## src/rtl/data_memory_arbiter.sv

```systemverilog
// Shares one single-port data memory between the core (priority) and DMA, with a core-streak cap.
// Grant is combinational, read/error response is registered one cycle later; the loser simply sees gnt=0 and holds.
module data_memory_arbiter #(
    parameter int DEPTH           = 1024,
    parameter int MAX_CORE_STREAK = 4
) (
    input  logic        clock,
    input  logic        reset,
    input  logic        c_req,
    input  logic        c_we,
    input  logic [31:0] c_addr,
    input  logic [31:0] c_wdata,
    output logic        c_gnt,
    output logic        c_rvalid,
    output logic [31:0] c_rdata,
    output logic        c_err,
    input  logic        d_req,
    input  logic        d_we,
    input  logic [31:0] d_addr,
    input  logic [31:0] d_wdata,
    output logic        d_gnt,
    output logic        d_rvalid,
    output logic [31:0] d_rdata,
    output logic        d_err,
    output logic        memoryReadEnable,
    output logic        memoryWriteEnable,
    output logic [31:0] memoryAddress,
    output logic [31:0] writeData,
    input  logic [31:0] readData
);

    localparam int          SW        = $clog2(MAX_CORE_STREAK + 1);
    localparam logic [31:0] DEPTH_W   = 32'(DEPTH);
    localparam logic [SW-1:0] STREAK_MAX = SW'(MAX_CORE_STREAK);

    logic [SW-1:0] r_streak;
    logic          r_c_rvalid, r_c_err, r_d_rvalid, r_d_err;
    logic [31:0]   r_c_rdata, r_d_rdata;

    logic          w_dma_turn;
    logic          w_c_win, w_d_win;
    logic          w_c_in_range, w_d_in_range;
    logic          w_sel_we, w_sel_in_range;
    logic [31:0]   w_sel_addr, w_sel_wdata;

    assign w_c_in_range = (c_addr < DEPTH_W);
    assign w_d_in_range = (d_addr < DEPTH_W);

    // DMA overrides core priority only once the core has won MAX_CORE_STREAK times in a row.
    assign w_dma_turn = (r_streak == STREAK_MAX);
    assign w_c_win    = !reset && c_req && (!d_req || !w_dma_turn);
    assign w_d_win    = !reset && d_req && (!c_req ||  w_dma_turn);

    assign c_gnt = w_c_win;
    assign d_gnt = w_d_win;

    always_comb begin
        w_sel_we       = 1'b0;
        w_sel_in_range = 1'b0;
        w_sel_addr     = '0;
        w_sel_wdata    = '0;
        if (w_c_win) begin
            w_sel_we       = c_we;
            w_sel_in_range = w_c_in_range;
            w_sel_addr     = c_addr;
            w_sel_wdata    = c_wdata;
        end else if (w_d_win) begin
            w_sel_we       = d_we;
            w_sel_in_range = w_d_in_range;
            w_sel_addr     = d_addr;
            w_sel_wdata    = d_wdata;
        end
    end

    assign memoryReadEnable  = (w_c_win || w_d_win) && !w_sel_we && w_sel_in_range;
    assign memoryWriteEnable = (w_c_win || w_d_win) &&  w_sel_we && w_sel_in_range;
    assign memoryAddress     = w_sel_addr;
    assign writeData         = w_sel_wdata;

    always_ff @(posedge clock) begin
        if (reset) begin
            r_streak <= '0;
        end else if (w_d_win || !d_req) begin
            r_streak <= '0;
        end else if (w_c_win && (r_streak != STREAK_MAX)) begin
            r_streak <= r_streak + 1'b1;
        end
    end

    // Out-of-range reads still return rvalid with zero data so a stalled load can retire.
    always_ff @(posedge clock) begin
        if (reset) begin
            r_c_rvalid <= 1'b0;
            r_c_err    <= 1'b0;
            r_c_rdata  <= '0;
            r_d_rvalid <= 1'b0;
            r_d_err    <= 1'b0;
            r_d_rdata  <= '0;
        end else begin
            r_c_rvalid <= w_c_win && !c_we;
            r_c_err    <= w_c_win && !w_c_in_range;
            r_d_rvalid <= w_d_win && !d_we;
            r_d_err    <= w_d_win && !w_d_in_range;
            if (w_c_win && !c_we) begin
                r_c_rdata <= w_c_in_range ? readData : 32'h0;
            end
            if (w_d_win && !d_we) begin
                r_d_rdata <= w_d_in_range ? readData : 32'h0;
            end
        end
    end

    assign c_rvalid = r_c_rvalid;
    assign c_err    = r_c_err;
    assign c_rdata  = r_c_rdata;
    assign d_rvalid = r_d_rvalid;
    assign d_err    = r_d_err;
    assign d_rdata  = r_d_rdata;

endmodule

```

## config.mk

```make
export PLATFORM = sky130hd
export DESIGN_NAME = data_memory_arbiter
export DESIGN_NICKNAME = d
export VERILOG_FILES = /design/src/rtl/data_memory_arbiter.sv
export SDC_FILE = /design/constraint.sdc
export NUM_CORES = 1
export LEC_CHECK = 0
export ABC_AREA = 1
export CORE_AREA = 2 2 119 121
export DETAILED_ROUTE_END_ITERATION = 8
export DIE_AREA = 0 0 121 123
export HOLD_SLACK_MARGIN = 0.06
export PLACE_DENSITY = 0.64
export RECOVER_POWER = 50
export SLEW_MARGIN = 25
export SYNTH_ARGS = -nofsm -noshare
export SYNTH_HDL_FRONTEND = slang
export SYNTH_SLANG_ARGS = --single-unit
```

## constraint.sdc

```tcl
create_clock -name clock -period 2.1 [get_ports clock]
set_input_delay 0.315 -clock clock [delete_from_list [all_inputs] [get_ports clock]]
set_output_delay 0.315 -clock clock [all_outputs]
set_load 0.02 [all_outputs]
```

==> impl_metrics.yaml <==
clock_tree:
  htreeDepth: 3
  cts_hold_buf: 0
  cts_buffers: 9
  cts_tree: "done"
  clk_pin_slew_ns: 0.07
  cts.sinks: 71
  insertion_delay_ns: 0.32
  cts-root-buf: "clkbuf_16"
  cts_buffer_depth: 2
die:
  start_util_pct: 26.1
  ios: 302
  die_h_um: 123
  die_area_um2: 14900
  fp.dieW_um: 121
  core-area_um2: 13600
  rows: 43
yosys:
  ys_ff_latch: 71
  syn_area_per_cell_um2: 7.55
  synth-seq-area-share_pct: 40.1
  yosysWarningCount: 0
  synth_cell_type_count: 23
  syn-num-nets: 638
  synth.area.top_cells: "dfxtp_1 (40%), a22o_1 (11%), a21oi_1 (9.2%)"
  syn-cell-area_um2: 3550
  synth_top_cell_area_share_pct: 40.1
  synth_cells: 470
  synth_area_leader_cell: "dfxtp_1"
drt:
  drt_first_iter_violations: 289
  ant_nets: 0
  routed_wl_mm: 23.5
  first_pass_iters: 5
  drc_errors: 0
  num_vias: 5156
  via_per_inst: 5.07
  wl_per_cell_um: 23.1
finish:
  layout.nets: 994
  synthToLayoutAreaGrowth_pct: 127
  regArea_um2: 1420
  multiInputGateArea_um2: 2060
  fillCellCount: 1237
  stdcell_count: 1017
  most-common-layout-cells: "clkdlybuf4s50_1 (230), buf_4 (88), dfxtp_1 (69)"
  drive_above_1_share_pct: 26.2
  final_common_cell: "clkdlybuf4s50_1"
sta:
  hold_viol_final: 0
  period_share_pct: 106
  tightest_slew_ns: 0.416
  finalSetupTns_ns: -2.07
  slew_violations: 0
  holdWs_ns: 0.386
  skew_ns: 0.00470
  max_freq_mhz: 450
  setup_violations: 44
  worst_slack_ns: -0.124
  rsz0062_at_grt: "yes"
  max-slew-margin-rel_pct: 72.3
  period_minus_slack_ns: 2.22
power_and_ir_drop:
  switching_share_pct: 28.4
  max-vdd-ir-drop_mv: 0.581
  total_power_uw: 4140
  p_leak_uw: 0.00321
  p_seq_share_pct: 33.5
  p_int_uw: 2960
  p_clk_share_pct: 38.4
  powerDensity_nw_per_um2: 514
  combPwrFrac_pct: 28.1
  p_sw_uw: 1170
worst_setup_path:
  crit_buf_inv: 6
  crit_chain: "inv_2 -> ha_4 -> nand3_4 -> nand2_4 -> inv_8 -> buf_6 -> buf_12 -> a22o_1 -> buf_6 -> buf_12"
  worst_r2r_startpoint: "r_streak[0]"
  crit_family: "buffers and inverters"
  endpoint_kind: "primary output"
  path_class: "register to primary output"
  cp-start-kind: "register"
  rrSetupSlack_ns: 0.10
  crit_fanout: 17
  worstPathRequired_ns: 1.78
  rr_endpoint: "d_rdata[25]"
  reg2reg_depth: 13
  worst_ep_arrival_time_ns: 1.91
  cp_slowest_stage_delay_ns: 0.33
  crit_path_top_delay_cell: "dfxtp_2"
grt:
  grt_pass1_wl_mm: 32.5
  grt_max_degree: 47
  use_met3_pct: 10.7
  antenna_found_initial: 8
  busiest_layer: "met2"
  met2_usage_pct: 50.1
  grtUsageMet1_pct: 34.0
  first_global_vias: 4965
  track_usage_pct: 30.1
  gr-total-overflow: 0
worst_hold_path:
  min_to: "r_streak[1]"
  hp-class: "input pin to register"
  whs_path_depth: 3
  hp-start: "d_req"
status:
  status: "finished, violations left"
  violations: "setup timing"
placed_design:
  gp_congestion: 0.947
  dp.cells: 967
  port_buffers: 301
  place_hpwl_mm: 18.1
job:
  cap_violations: 0
cell usage after synthesis:
| library cell | n |
|---|---|
| o21ai_1 | 20 |
| nand4_1 | 35 |
| inv_2 | 2 |
| a32o_1 | 4 |
| xnor2_1 | 1 |
| dfxtp_1 | 71 |
| nor2_4 | 2 |
| inv_1 | 23 |
| a21boi_1 | 1 |
| nand3_1 | 39 |
| clkbuf_1 | 23 |
| ha_1 | 2 |
| a22o_1 | 44 |
| nor2_1 | 23 |
| clkinv_2 | 1 |
| a21oi_4 | 1 |
| a21oi_1 | 65 |
| nand2_1 | 62 |
| buf_4 | 1 |
| o21ai_0 | 29 |
| nor2_2 | 1 |
| buf_6 | 3 |
| buf_2 | 17 |
kinds of logic (layout without fill, tap and decap cells):
| kind of cell | after synthesis | count (layout) | synth area share [%] |
|---|---|---|---|
| other | 0 | 6 | 0 |
| AO/OA/AOI/OAI | 164 | 164 | 28.7 |
| XOR/XNOR | 1 | 1 | 0.247 |
| AND/OR/NAND/NOR | 162 | 162 | 21.5 |
| buffers and inverters | 70 | 431 | 8.78 |
| flip-flops | 71 | 71 | 40.1 |
| adder cells (fa/ha/maj) | 2 | 2 | 0.705 |
tightest hold or removal path, stage by stage:
cell and delay, ns:
dlymetal6s2s_1 0.17, nand3_1 0.14, nor2_1 0.05
flip-flops by register name (all words and copies together), names as in the netlist:
name      flops
c_rvalid      1
d_rvalid      1
d_rdata      32
c_err         1
d_err         1
c_rdata      32
r_streak      3
through the flow:
stage / setup WS [ns] / utilization, % / area (um^2)
floorplan: 0.203 / - / 3550
global placement: -0.625 / 52.4 / 7130
detailed placement: -0.623 / 52.4 / 7130
CTS: -0.122 / 57.2 / 7790
global route: -0.194 / 59.1 / 8050
finish: -0.124 / 59.2 / 8050
power by group through the flow:
stage	Combinational (uW)	Clock (uW)	Sequential, uW
floorplan	285	0	1440
finish	1160	1590	1380
detailed placement	1030	0	1410
global route	1210	1680	1390
global placement	1040	0	1410
CTS	1100	1600	1380
cell type report:
| class | instances | share of cell area, % |
|---|---|---|
| Sequential cell | 71 | 17.7 |
| Clock buffer | 9 | 2.80 |
| Multi-Input combinational cell | 329 | 25.5 |
| Tap cell | 180 | 2.80 |
| Antenna cell | 6 | 0.186 |
| Clock inverter | 7 | 0.995 |
| Inverter | 26 | 1.41 |
| Timing Repair Buffer | 389 | 48.6 |
metal layers:
metal  vias to the layer above  wire length (um)
li1                       2417                 -
met1                      2433              8720
met2                       255             11100
met3                        47              2440
met4                         4              1210
met5                         -                27
worst max-delay path by stage:
stage | start | to | slack, ns | depth (start not counted)
after global routing | r_streak[0] | writeData[25] | -0.19 | 10
after global placement | reset | memoryAddress[10] | -0.63 | 7
after floorplan | r_streak[0] | memoryAddress[13] | 0.20 | 7
final | r_streak[0] | writeData[25] | -0.12 | 10
after detailed placement | reset | memoryAddress[10] | -0.62 | 8
after CTS | r_streak[1] | writeData[25] | -0.12 | 10
repair_timing:
action	CTS	global route
pin swaps	24	22
resized for setup	307	59
cloned	1	3
setup buffers	15	11
setup endpoints to repair	68	63
Power figures use the tool's default switching activity.
